File: src/rtl/ex_pkg.sv
// Purpose : shared EX-stage definitions: condition-select encodings and entry layout.
// Latency : n/a (types and constants only).
// Backpressure : n/a.
package ex_pkg;

    // Default datapath and register-index widths; the stage parameters default to these.
    localparam int EX_DW  = 16;
    localparam int EX_RW  = 3;
    localparam int COND_W = 3;

    // Condition select encodings shared by the EX stage and decode early-branch logic.
    typedef enum logic [COND_W-1:0] {
        COND_EQ     = 3'b000,
        COND_NE     = 3'b001,
        COND_LT     = 3'b010,
        COND_GE     = 3'b011,
        COND_LE     = 3'b100,
        COND_CO     = 3'b101,
        COND_ALWAYS = 3'b110,
        COND_NEVER  = 3'b111
    } cond_op_e;

    // Entry layout at default widths: {result, branch_taken, wr_en, wr_reg}.
    typedef struct packed {
        logic [EX_DW-1:0] result;
        logic             branch_taken;
        logic             wr_en;
        logic [EX_RW-1:0] wr_reg;
    } entry_t;

    localparam int ENTRY_W = EX_DW + 2 + EX_RW;

endpackage

File: src/rtl/ex_cond_stage_cond_eval.sv
// Purpose : flag-to-condition mux; shared with decode-stage early branch resolution.
// Latency : combinational.
// Backpressure : none.
//
// Ports:
//   cond_op  - condition select (ex_pkg::cond_op_e encoding)
//   flag_z / flag_n / flag_ofl - ALU zero, negative, overflow/carry flags
//   cond     - resolved condition
module cond_eval
    import ex_pkg::*;
(
    input  logic [2:0] cond_op,
    input  logic       flag_z,
    input  logic       flag_n,
    input  logic       flag_ofl,
    output logic       cond
);

    always_comb begin
        cond = 1'b0;
        case (cond_op_e'(cond_op))
            COND_EQ:     cond = flag_z;
            COND_NE:     cond = ~flag_z;
            COND_LT:     cond = flag_n;
            COND_GE:     cond = ~flag_n;
            COND_LE:     cond = flag_n | flag_z;
            COND_CO:     cond = flag_ofl;
            COND_ALWAYS: cond = 1'b1;
            COND_NEVER:  cond = 1'b0;
            default:     cond = 1'b0;
        endcase
    end

endmodule

File: src/rtl/ex_cond_stage.sv
// Purpose : EX->MEM boundary; resolves set-on-condition/branch outcome and registers it.
// Latency : 1 cycle accept-to-out_valid; back-to-back throughput of 1 entry per cycle.
// Backpressure : 2-entry skid (main + skid); in_ready is registered and equals !skid_full.
//
// Ports:
//   clk, rst                         - clock, synchronous active-high reset
//   in_valid / in_ready              - EX handshake (in_ready is a flop output)
//   alu_out, alu_ofl, alu_z, alu_n   - ALU result and flags
//   cond_op, is_set, is_branch       - condition select and instruction class
//   wr_en, wr_reg                    - destination write enable / index
//   out_valid / out_ready            - MEM handshake
//   result, branch_taken, wr_en_o, wr_reg_o - head entry contents
//   flush                            - squash held and incoming entries
//   ofl_sticky / ofl_clr             - sticky arithmetic overflow status and its clear
module ex_cond_stage
    import ex_pkg::*;
#(
    parameter int DW = EX_DW,
    parameter int RW = EX_RW
) (
    input  logic          clk,
    input  logic          rst,
    input  logic          in_valid,
    output logic          in_ready,
    input  logic [DW-1:0] alu_out,
    input  logic          alu_ofl,
    input  logic          alu_z,
    input  logic          alu_n,
    input  logic [2:0]    cond_op,
    input  logic          is_set,
    input  logic          is_branch,
    input  logic          wr_en,
    input  logic [RW-1:0] wr_reg,
    input  logic          out_ready,
    output logic          out_valid,
    output logic [DW-1:0] result,
    output logic          branch_taken,
    output logic          wr_en_o,
    output logic [RW-1:0] wr_reg_o,
    input  logic          flush,
    output logic          ofl_sticky,
    input  logic          ofl_clr
);

    // Same field order as ex_pkg::entry_t, sized by this instance's parameters.
    typedef struct packed {
        logic [DW-1:0] result;
        logic          branch_taken;
        logic          wr_en;
        logic [RW-1:0] wr_reg;
    } stage_entry_t;

    localparam stage_entry_t ENTRY_ZERO = '0;

    logic         main_vld_q, main_vld_d;
    logic         skid_vld_q, skid_vld_d;
    stage_entry_t main_q,     main_d;
    stage_entry_t skid_q,     skid_d;
    logic         ofl_sticky_q, ofl_sticky_d;

    logic         cond;
    logic         accept;
    logic         drain;
    stage_entry_t new_entry;

    cond_eval u_cond_eval (
        .cond_op  (cond_op),
        .flag_z   (alu_z),
        .flag_n   (alu_n),
        .flag_ofl (alu_ofl),
        .cond     (cond)
    );

    // in_ready comes straight from the skid-valid flop, so it never depends on out_ready.
    assign in_ready = ~skid_vld_q;
    assign accept   = in_valid & in_ready;
    assign drain    = main_vld_q & out_ready;

    // is_set wins over is_branch for the result field if both are (illegally) raised.
    always_comb begin
        new_entry              = ENTRY_ZERO;
        new_entry.result       = is_set ? {{(DW-1){1'b0}}, cond} : alu_out;
        new_entry.branch_taken = is_branch & cond;
        new_entry.wr_en        = wr_en;
        new_entry.wr_reg       = wr_reg;
    end

    always_comb begin
        main_vld_d = main_vld_q;
        skid_vld_d = skid_vld_q;
        main_d     = main_q;
        skid_d     = skid_q;

        if (flush) begin
            // Drop everything; data fields keep their last values since only valid is observed.
            main_vld_d = 1'b0;
            skid_vld_d = 1'b0;
        end else if (drain) begin
            if (skid_vld_q) begin
                // Skid full implies in_ready=0, so no accept can coincide here.
                main_d     = skid_q;
                main_vld_d = 1'b1;
                skid_vld_d = 1'b0;
            end else if (accept) begin
                main_d     = new_entry;
                main_vld_d = 1'b1;
            end else begin
                main_vld_d = 1'b0;
            end
        end else if (accept) begin
            if (main_vld_q) begin
                skid_d     = new_entry;
                skid_vld_d = 1'b1;
            end else begin
                main_d     = new_entry;
                main_vld_d = 1'b1;
            end
        end
    end

    // Only plain arithmetic overflow is sticky; a set in the same cycle beats ofl_clr.
    always_comb begin
        ofl_sticky_d = ofl_sticky_q;
        if (accept & alu_ofl & ~is_set & ~is_branch & ~flush) begin
            ofl_sticky_d = 1'b1;
        end else if (ofl_clr) begin
            ofl_sticky_d = 1'b0;
        end
    end

    always_ff @(posedge clk) begin
        if (rst) begin
            main_vld_q   <= 1'b0;
            skid_vld_q   <= 1'b0;
            main_q       <= ENTRY_ZERO;
            skid_q       <= ENTRY_ZERO;
            ofl_sticky_q <= 1'b0;
        end else begin
            main_vld_q   <= main_vld_d;
            skid_vld_q   <= skid_vld_d;
            main_q       <= main_d;
            skid_q       <= skid_d;
            ofl_sticky_q <= ofl_sticky_d;
        end
    end

    assign out_valid    = main_vld_q;
    assign result       = main_q.result;
    assign branch_taken = main_q.branch_taken;
    assign wr_en_o      = main_q.wr_en;
    assign wr_reg_o     = main_q.wr_reg;
    assign ofl_sticky   = ofl_sticky_q;

endmodule
File: config.mk
export PLATFORM = sky130hd
export DESIGN_NAME = ex_cond_stage
export DESIGN_NICKNAME = d
export VERILOG_FILES = /design/src/rtl/ex_pkg.sv /design/src/rtl/ex_cond_stage_cond_eval.sv /design/src/rtl/ex_cond_stage.sv
export SDC_FILE = /design/constraint.sdc
export NUM_CORES = 1
export LEC_CHECK = 0
export BUFFER_PORTS_ARGS = -buffer_cell sky130_fd_sc_hd__buf_4
export CORE_MARGIN = 5
export CORE_UTILIZATION = 58
export CTS_BUF_LIST = sky130_fd_sc_hd__clkbuf_8
export DETAILED_ROUTE_END_ITERATION = 8
export GPL_ROUTABILITY_DRIVEN = 1
export PLACE_DENSITY = 0.87
export SETUP_SLACK_MARGIN = 0.1
export SYNTH_ARGS = -nofsm -noshare
export SYNTH_HDL_FRONTEND = slang
export SYNTH_SLANG_ARGS = --single-unit
File: constraint.sdc
create_clock -name clk -period 2.4 [get_ports clk]
set_clock_uncertainty 0.1 [all_clocks]
set_input_delay 0.36 -clock clk [delete_from_list [all_inputs] [get_ports clk]]
set_output_delay 0.36 -clock clk [all_outputs]
set_load 0.005 [all_outputs]
==> results of run 1 <==
-- routing by layer --
layer,wire [um],GRT usage (%),part of all wire [%]
met1,2010,25.3,41
met2,2330,33.5,48
met3,411,7.39,8.4
met4,116,7.66,2.4
met5,0,0,0
-- cells in the mapped netlist (all sizes together), types with 2 or more instances --
library cell | number | area share [%]
nand3b | 2 | 0.72
clkbuf | 8 | 1.4
nand2 | 27 | 4.9
inv | 2 | 0.36
mux2i | 4 | 1.9
a21oi | 39 | 9.4
dfxtp | 45 | 43
nor2 | 23 | 4.2
nand3 | 16 | 3.9
a311oi | 2 | 0.84
nor2b | 2 | 0.60
a211oi | 21 | 13
nor3b | 16 | 5.8
a221oi | 2 | 0.84
buf | 12 | 3.8
-- metrics by stage --
stage	std cells	total power [uW]	hold slack, ps
floorplan	236	933	336
global placement	324	1030	342
detailed placement	324	1040	348
CTS	332	1490	170
global route	332	1560	173
finish	332	1480	178
-- critical path, cell delays in order (launching register included) --
cell and delay [ps]:
dfxtp_1 350, nor3b_1 360, and3b_1 390, buf_4 260
nand3_1 110, a21oi_1 160
-- where the power goes --
group          switching [uW]  internal [uW]  leakage [uW]
Clock                     258            201     0.0000416
Combinational             115            119      0.000535
Sequential               16.1            774      0.000366
Total                     389           1090      0.000943
-- final cells by class --
type / count / area, um^2 / share of cell area [%]
flip-flops and latches: 45 / 901 / 34.8
inverters: 3 / 11.3 / 0.435
clock inverters: 3 / 18.8 / 0.725
repair buffers: 62 / 478 / 18.5
multi-input cells: 168 / 1050 / 40.7
well taps: 46 / 57.6 / 2.22
clock buffers: 5 / 68.8 / 2.66
-- logic make-up after synthesis --
| family | after synthesis | synth area share (%) |
|---|---|---|
| and+or+nand+nor | 94 | 22.6 |
| AOI/OAI and AO/OA | 69 | 25.7 |
| DFF | 45 | 43.4 |
| buffers and inverters | 23 | 5.79 |
| muxes | 5 | 2.47 |
-- worst min-delay path by stage --
stage                            start                 endpoint  slack (ps)
4_1_cts                          flush   out_valid$_SDFFE_PP0N_         170
2_1_floorplan   skid_q[0]$_SDFFE_PP0P_   skid_q[0]$_SDFFE_PP0P_         340
6_report                         flush   out_valid$_SDFFE_PP0N_         180
3_5_place_dp    skid_q[0]$_SDFFE_PP0P_   skid_q[0]$_SDFFE_PP0P_         350
5_1_grt                          flush   out_valid$_SDFFE_PP0N_         170
3_3_place_gp   skid_q[17]$_SDFFE_PP0P_  skid_q[17]$_SDFFE_PP0P_         340
-- sequential cells by signal (all words and copies together) (netlist names) --
register and flops:
branch_taken 1, skid_q 21, out_valid 1, ofl_sticky 1, result 16, skid_vld_q 1
wr_en_o 1, wr_reg_o 3
==> results.py, run 1 <==
metrics = {
    "outcome": {
        "status": "finished clean",
    },
    "timing": {
        "drv_slew": 0,
        "rsz0062_at_grt": "no",
        "period_minus_slack_ps": 1800,
        "tns_ps": 0,
        "slew_headroom_pct": 62.3,
        "fin_ws_ps": 601,
        "finalCritPeriodShare_pct": 75.0,
        "finalSetupViolations": 0,
        "max_freq_ghz": 0.556,
        "tightestPinTransition_ps": 565,
        "hold_viol_final": 0,
    },
    "synth": {
        "synth_edf_count": 0,
        "ys.flop_type": "dfxtp_1",
        "synth-async-reset-ratio_pct": 0,
        "syn-cell-area_um2": 2070,
        "ys_seq_elements": 45,
        "syn_nets": 270,
        "synth_cell_types": 35,
        "synth_warnings": 0,
        "synth.avg_cell_area_um2": 8.79,
        "ys_seq_area_share_pct": 43.4,
        "syn-instance-count": 236,
    },
    "layout": {
        "area_growth_pct": 24.8,
        "n_antenna_cell": 0,
        "nFillCells": 258,
        "final_cell_mix": "buf_4 (61), dfxtp_1 (45), a21oi_1 (39), nand2_1 (27), nor2_1 (23)",
        "fin_util_pct": 76.4,
        "final_nets": 319,
        "final_common_cell": "buf_4",
        "design_area_um2": 2590,
        "drive_gt1_share_pct": 31.8,
    },
    "floorplan": {
        "die_h_um": 69.8,
        "die_width_um": 69.8,
        "io_pins": 58,
        "start_util_pct": 61.2,
        "floorplan.rows": 21,
        "die-area_um2": 4870,
        "core-area_um2": 3390,
    },
    "detailed_routing": {
        "drc": 0,
        "dr.pass1.iters": 4,
        "num_vias": 1905,
        "wl_mm": 4.87,
        "first_iter_violations": 187,
        "drtAntennaViolNets": 0,
        "vias_per_cell": 5.74,
        "wl_per_cell_um": 14.7,
    },
    "worst_setup_path": {
        "rr_endpoint": "skid_q[19]$_SDFFE_PP0P_",
        "crit_type": "flip-flop to flip-flop",
        "critPathArrivalTime_ps": 1930,
        "startpoint": "skid_vld_q$_SDFFE_PP0P_",
        "cp-endpoint": "skid_q[19]$_SDFFE_PP0P_",
        "r2r_cells": 5,
        "crit_path_end_kind": "flip-flop",
        "r2r_start": "skid_vld_q$_SDFFE_PP0P_",
        "worstPathRequired_ps": 2530,
        "critPathLaunchType": "flip-flop",
        "regToRegSetupSlack_ps": 600,
        "critPathMaxFanout": 14,
    },
    "clock_tree": {
        "post_cts_buffers": 0,
        "clk_latency_ps": 300,
        "cts_resized": 0,
        "cts_tree": "built",
        "clkTransAtPathRegs_ps": 80,
        "clockBufferDepth": 2,
        "htreeDepth": 2,
        "clock-sinks": 45,
        "hold_buffers": 0,
        "cts_buffers": 5,
        "clock-root-buffer": "clkbuf_8",
    },
    "place": {
        "port_buffers": 57,
        "hpwl_mm": 3.26,
        "post_dp_cell_area_um2": 2500,
        "pre_cts_slack_ps": 545,
        "gp_congestion": 0.747,
    },
    "grt": {
        "grt_pass1_wl_mm": 8.25,
        "grt_overflow_total": 0,
        "grt_max_degree": 46,
        "antenna_found_initial": 0,
        "grt.total_usage_pct": 20.8,
        "grt_pass1_vias": 1801,
    },
    "pwr": {
        "p_leak_uw": 0.000943,
        "power_density_nw_per_um2": 573,
        "peakVddDrop_mv": 0.454,
    },
    "job": {
        "max-cap-violations": 0,
    },
    "min_path": {
        "hp-class": "primary input to flip-flop",
        "hold-path-cell-count": 2,
    },
}
No activity file was read; power rests on OpenSTA's default activity.
==> run 2, diff against run 1 <==
ABC_AREA = 1   (was unset)
CORE_UTILIZATION = 49   (was 58)
PLACE_DENSITY = 0.78   (was 0.87)
clock period = 1.6 ns   (was 2.4 ns; I/O delays follow)
==> run 2 against run 1 <==
Compared with the run above: power grew 53%; setup slack worse by 580 ps; routed wire length up 20%; synthesized cell count is 35% higher; sequential share of layout area is 2.9 points lower; largest cell class unchanged; clock power increased by 53%; first-iteration DRC count down 14%.
==> results.py, run 2 <==
metrics = {
    "timing": {
        "finalSetupViolations": 0,
        "drv_slew": 0,
        "tightestPinTransition_ps": 515,
        "slew_headroom_pct": 65.6,
        "hold_viol_final": 0,
        "rsz0062_at_grt": "yes",
        "tns_ps": 0,
        "finalCritPeriodShare_pct": 99.0,
        "fin_ws_ps": 16.4,
        "max_freq_ghz": 0.631,
        "period_minus_slack_ps": 1580,
    },
    "clock_tree": {
        "htreeDepth": 2,
        "clk_latency_ps": 300,
        "clock-sinks": 45,
        "clkTransAtPathRegs_ps": 80,
        "cts_buffers": 5,
        "cts_tree": "built",
        "clockBufferDepth": 2,
        "clock-root-buffer": "clkbuf_8",
    },
    "floorplan": {
        "core-area_um2": 4090,
        "die_width_um": 75.5,
        "floorplan.rows": 23,
        "die-area_um2": 5710,
        "die_h_um": 75.5,
        "start_util_pct": 51.5,
        "io_pins": 58,
    },
    "synth": {
        "synth_edf_count": 0,
        "synthAdderAreaFrac_pct": 0,
        "syn-cell-area_um2": 2100,
        "synth.avg_cell_area_um2": 6.62,
        "synthXorXnorAreaFrac_pct": 0,
        "syn-instance-count": 318,
        "ys.flop_type": "dfxtp_1",
        "synth_cell_types": 18,
        "synth-async-reset-ratio_pct": 0,
        "synth_top_family_by_area": "simple AND/OR/NAND/NOR gates",
        "synth-simple-area-share_pct": 27.8,
        "synth_warnings": 0,
        "yosys-top-cells-count": "nor2_1 (59), nand2_1 (54), dfxtp_1 (45)",
        "ys_seq_elements": 45,
        "synth.area.mux_share_pct": 0,
        "ys_seq_area_share_pct": 42.8,
        "synth_top_cell_by_area": "dfxtp_1",
        "synth_area_leaders": "dfxtp_1 (43%), nor2_1 (11%), nand2_1 (9.6%)",
        "syn_nets": 352,
        "synth_compound_area_share_pct": 17.6,
        "post-synth-top-area-fraction_pct": 42.8,
        "synth.most_common_cell": "nor2_1",
    },
    "grt": {
        "grt.total_usage_pct": 20.6,
        "grt_overflow_total": 0,
        "antenna_found_initial": 0,
        "grt_pass1_vias": 2022,
        "grt_max_degree": 27,
        "grt_pass1_wl_mm": 9.09,
    },
    "worst_setup_path": {
        "crit_type": "flip-flop to flip-flop",
        "path_cells": "inv_2 > or2_4 > nor3_4 > buf_12 > buf_6 > inv_8 > nor2_1 > nor2_1",
        "slowest_stage": "dfxtp_2",
        "critPathMaxFanout": 13,
        "critPathLaunchType": "flip-flop",
        "crit_top_cell": "nor2_1",
        "worstPathRequired_ps": 1690,
        "cpPeakStageDelay_ps": 360,
        "critPathArrivalTime_ps": 1670,
        "crit_path_end_kind": "flip-flop",
    },
    "detailed_routing": {
        "num_vias": 2233,
        "vias_per_cell": 5.21,
        "wl_mm": 5.86,
        "drtAntennaViolNets": 0,
        "drc": 0,
        "wl_per_cell_um": 13.6,
        "dr.pass1.iters": 4,
        "first_iter_violations": 160,
    },
    "pwr": {
        "p_leak_uw": 0.00139,
        "peakVddDrop_mv": 0.497,
        "power_density_nw_per_um2": 799,
    },
    "layout": {
        "top_register": "skid_q",
        "largest_register_ffs": 21,
        "final_nets": 413,
        "area_growth_pct": 34.6,
        "n_antenna_cell": 0,
        "final_cell_mix": "buf_4 (69), nor2_1 (54), nand2_1 (54), dfxtp_1 (43), inv_1 (41)",
        "nFillCells": 368,
        "drive_gt1_share_pct": 27.4,
        "final_common_cell": "buf_4",
    },
    "place": {
        "port_buffers": 57,
        "pre_cts_slack_ps": -41.5,
        "gp_congestion": 0.844,
        "hpwl_mm": 3.85,
    },
    "outcome": {
        "status": "finished clean",
    },
    "min_path": {
        "hp-class": "primary input to flip-flop",
    },
    "job": {
        "max-cap-violations": 0,
    },
}
-- run 2: cell count changes in the layout (fill, tap and decap cells not counted), sizes merged, moves of 18 or more --
cell	before	now
a211oi	21	3
a21oi	39	14
a31oi	0	19
inv	3	45
nand2	27	54
nor2	23	59
nor3	1	20
o21ai	1	30
-- run 2: path summary, 6_finish.rpt --
kind | cells past startpoint | end | slack (ps) | start
hold / removal | 3 | skid_q[0]$_SDFFE_PP0P_ | 70 | wr_reg[0]
hold reg to reg | 2 | skid_q[14]$_SDFFE_PP0P_ | 350 | skid_q[14]$_SDFFE_PP0P_
setup reg to reg | 8 | skid_q[2]$_SDFFE_PP0P_ | 20 | out_valid$_SDFFE_PP0N_
setup / recovery | 8 | skid_q[2]$_SDFFE_PP0P_ | 20 | out_valid$_SDFFE_PP0N_
-- run 2: power breakdown --
group	total, uW	leakage [uW]	internal, uW	switching (uW)
Clock	704	0.0000485	337	368
Sequential	1190	0.000368	1170	24.2
Combinational	370	0.000976	183	186
Total	2260	0.00139	1690	578
-- run 2: through the flow --
| step | hold slack (ps) | power [uW] | util (%) | instance area, um^2 | instances |
|---|---|---|---|---|---|
| final | 68.6 | 2260 | 69.3 | 2830 | 429 |
| after global routing | 80.6 | 2360 | 69.3 | 2830 | 429 |
| after CTS | 75.6 | 2250 | 66.2 | 2700 | 423 |
| after detailed placement | 341 | 1570 | 63.9 | 2610 | 416 |
| after global placement | 335 | 1560 | 63.9 | 2610 | 416 |
| after floorplan | 218 | 1390 | - | 2120 | 318 |
-- run 2: timing repair --
item                                    4_1_cts  5_1_grt
hold buffers                                  0        0
buffers inserted                              0        3
endpoints found under the setup margin       24       35
gates resized for setup                       5       35
pin swaps                                     1        4
cloned                                        0        3
-- run 2: cell type report --
type / count / area (um^2) / area share, %
clock inverter: 1 / 3.75 / 0.133
tap: 50 / 62.6 / 2.21
multi-input combinational: 209 / 1010 / 35.7
sequential: 45 / 903 / 31.9
timing repair inverter: 2 / 17.5 / 0.618
clock buffer: 6 / 82.6 / 2.92
inverter: 43 / 166 / 5.87
timing repair buffer: 73 / 584 / 20.6
-- run 2: metal layers --
layer / track usage, % / vias up / wire, um / part of all wire (%)
met3: 4.09 / 9 / 541 / 9.2
met1: 27.8 / 990 / 2510 / 43
li1: - / 1143 / - / -
met4: 8.74 / 0 / 101 / 1.7
met5: 0 / - / 0 / 0
met2: 32.1 / 91 / 2700 / 46
-- run 2: cells by family after synthesis --
family                 after synthesis
buffers and inverters               64
DFF                                 45
and+or+nand+nor                    142
AOI/OAI and AO/OA                   67
-- run 2: critical path, delay by kind of cell (launching register included) --
family	cells	cell delay (ps)
buffers and inverters	4	370
flip-flops	1	360
AND/OR/NAND/NOR	4	640
==> run 3, diff against run 2 <==
SYNTH_HIERARCHICAL = 1   (was unset)
==> run 3 against run 2 <==
Compared with the run above: setup slack better by 250 ps; utilization is 4.6 points lower; critical endpoint is now result[11]$_SDFFE_PP0P_; non-clock buffer count is 7 lower; via count is 0.45% higher; die area is 4.3% higher; register-to-register slack better by 250 ps; global-route usage is 3.7 points lower; synthesized area is 5.0% higher; sequential power hardly changed; critical path depth is 2 lower; design area is 0.49% lower.
==> results.py, run 3 <==
metrics = {
    "grt": {
        "grt_pass1_vias": 2056,
        "antenna_found_initial": 0,
        "grt_overflow_total": 0,
        "grt_pass1_wl_mm": 8.58,
        "grt_max_degree": 43,
        "grt.total_usage_pct": 16.9,
    },
    "synth": {
        "syn_nets": 405,
        "synth_warnings": 6,
        "synth.avg_cell_area_um2": 5.96,
        "synth_top_cell_by_area": "dfxtp_1",
        "post-synth-top-area-fraction_pct": 40.8,
        "synth_area_leaders": "dfxtp_1 (41%), nand2_1 (21%), nor2_1 (17%)",
        "synth_edf_count": 0,
        "ys_seq_area_share_pct": 40.8,
        "synth.most_common_cell": "nand2_1",
        "syn-cell-area_um2": 2210,
        "synth-async-reset-ratio_pct": 0,
        "ys_seq_elements": 45,
        "synth_cell_types": 18,
        "ys.flop_type": "dfxtp_1",
        "syn-instance-count": 371,
        "yosys-top-cells-count": "nand2_1 (123), nor2_1 (98), inv_1 (46)",
    },
    "floorplan": {
        "start_util_pct": 50.7,
        "die-area_um2": 5950,
        "die_h_um": 77.2,
        "core-area_um2": 4350,
        "io_pins": 58,
        "die_width_um": 77.2,
        "floorplan.rows": 24,
    },
    "job": {
        "max-cap-violations": 0,
    },
    "timing": {
        "hold_viol_final": 0,
        "period_minus_slack_ps": 1330,
        "tns_ps": 0,
        "tightestPinTransition_ps": 240,
        "rsz0062_at_grt": "no",
        "fin_ws_ps": 269,
        "max_freq_ghz": 0.751,
        "finalSetupViolations": 0,
        "slew_headroom_pct": 84.0,
        "drv_slew": 0,
        "finalCritPeriodShare_pct": 83.2,
    },
    "clock_tree": {
        "post_cts_buffers": 0,
        "clkTransAtPathRegs_ps": 90,
        "clk_latency_ps": 300,
        "cts_resized": 0,
        "cts_buffers": 5,
        "clock-sinks": 45,
        "cts_tree": "built",
        "htreeDepth": 2,
        "clock-root-buffer": "clkbuf_8",
        "hold_buffers": 0,
        "clockBufferDepth": 2,
    },
    "layout": {
        "n_antenna_cell": 0,
        "nFillCells": 423,
        "final_cell_mix": "nand2_1 (123), nor2_1 (98), buf_4 (64), inv_1 (47), dfxtp_1 (45)",
        "final_nets": 460,
        "drive_gt1_share_pct": 18.7,
        "area_growth_pct": 27.6,
        "largest_register_ffs": 21,
        "final_common_cell": "nand2_1",
        "fin_util_pct": 64.7,
        "top_register": "skid_q",
    },
    "min_path": {
        "hold-path-cell-count": 2,
        "hp-class": "primary input to flip-flop",
    },
    "detailed_routing": {
        "num_vias": 2243,
        "wl_mm": 5.02,
        "first_iter_violations": 96,
        "drc": 0,
        "vias_per_cell": 4.68,
        "dr.pass1.iters": 4,
        "wl_per_cell_um": 10.5,
        "drtAntennaViolNets": 0,
    },
    "pwr": {
        "p_comb_share_pct": 14.7,
        "p_int_uw": 1800,
        "switching_share_pct": 24.8,
        "peakVddDrop_mv": 0.525,
        "total_power_uw": 2400,
        "seqPwrFrac_pct": 49.5,
        "clockPowerShare_pct": 35.8,
        "p_leak_uw": 0.00163,
        "switchingPower_uw": 596,
        "power_density_nw_per_um2": 851,
    },
    "outcome": {
        "status": "finished clean",
    },
    "place": {
        "gp_congestion": 0.791,
        "port_buffers": 57,
        "hpwl_mm": 3.46,
        "pre_cts_slack_ps": 292,
    },
    "worst_setup_path": {
        "critPathLaunchType": "flip-flop",
        "critPathMaxFanout": 40,
        "critPathArrivalTime_ps": 1420,
        "r2r_cells": 6,
        "crit_path_end_kind": "flip-flop",
        "worstPathRequired_ps": 1690,
        "crit_type": "flip-flop to flip-flop",
    },
}
run 3: power groups by stage:
stage	combinational, uW	sequential (uW)	clock, uW
CTS	356	1190	870
finish	352	1190	859
global route	404	1190	926
detailed placement	353	1210	0
floorplan	184	1220	0
global placement	348	1210	0
run 3: final timing paths:
check / start / endpoint / slack (ps)
worst min register to register: skid_q[4]$_SDFFE_PP0P_ / skid_q[4]$_SDFFE_PP0P_ / 370
worst max-delay path: out_valid$_SDFFE_PP0P_ / result[11]$_SDFFE_PP0P_ / 270
worst max register to register: out_valid$_SDFFE_PP0P_ / result[11]$_SDFFE_PP0P_ / 270
worst min-delay path: rst / skid_q[4]$_SDFFE_PP0P_ / 20
run 3: metrics by stage:
stage	std cells	area, um^2	hold slack, ps
3_5_place_dp	471	2710	337
5_1_grt	479	2820	7.53
6_report	479	2820	21.6
2_1_floorplan	371	2210	209
4_1_cts	479	2820	12.0
3_3_place_gp	471	2710	335
run 3: kinds of logic (layout without fill, tap and decap cells):
logic type | after synthesis | count (layout) | synth area share (%)
buf+inv | 67 | 123 | 12.3
flops | 45 | 45 | 40.8
compound gates | 27 | 27 | 6.23
simple gates | 232 | 232 | 40.7
run 3: final cells by class:
cell class	count	area (um^2)	share of cell area, %
sequential	45	901	32.0
clock buffer	5	68.8	2.44
timing repair buffer	66	520	18.5
clock inverter	3	42.5	1.51
multi-input combinational	259	1040	36.8
inverter	49	184	6.52
tap	52	65.1	2.31
run 3: critical path, cell delays in order (launching register included):
cell and delay, ps:
dfxtp_1 410, nand3_2 120, nand2_1 110, nand3_2 100, buf_12 180, nor2_1 140, nor2_1 60
run 3: routing by layer:
metal / global-route usage [%] / part of all wire (%) / routed length [um]
met1: 20.7 / 46 / 2310
met2: 29.3 / 47 / 2380
met3: 3.86 / 5.6 / 280
met4: 4.98 / 1.1 / 56
met5: 0 / 0 / 0
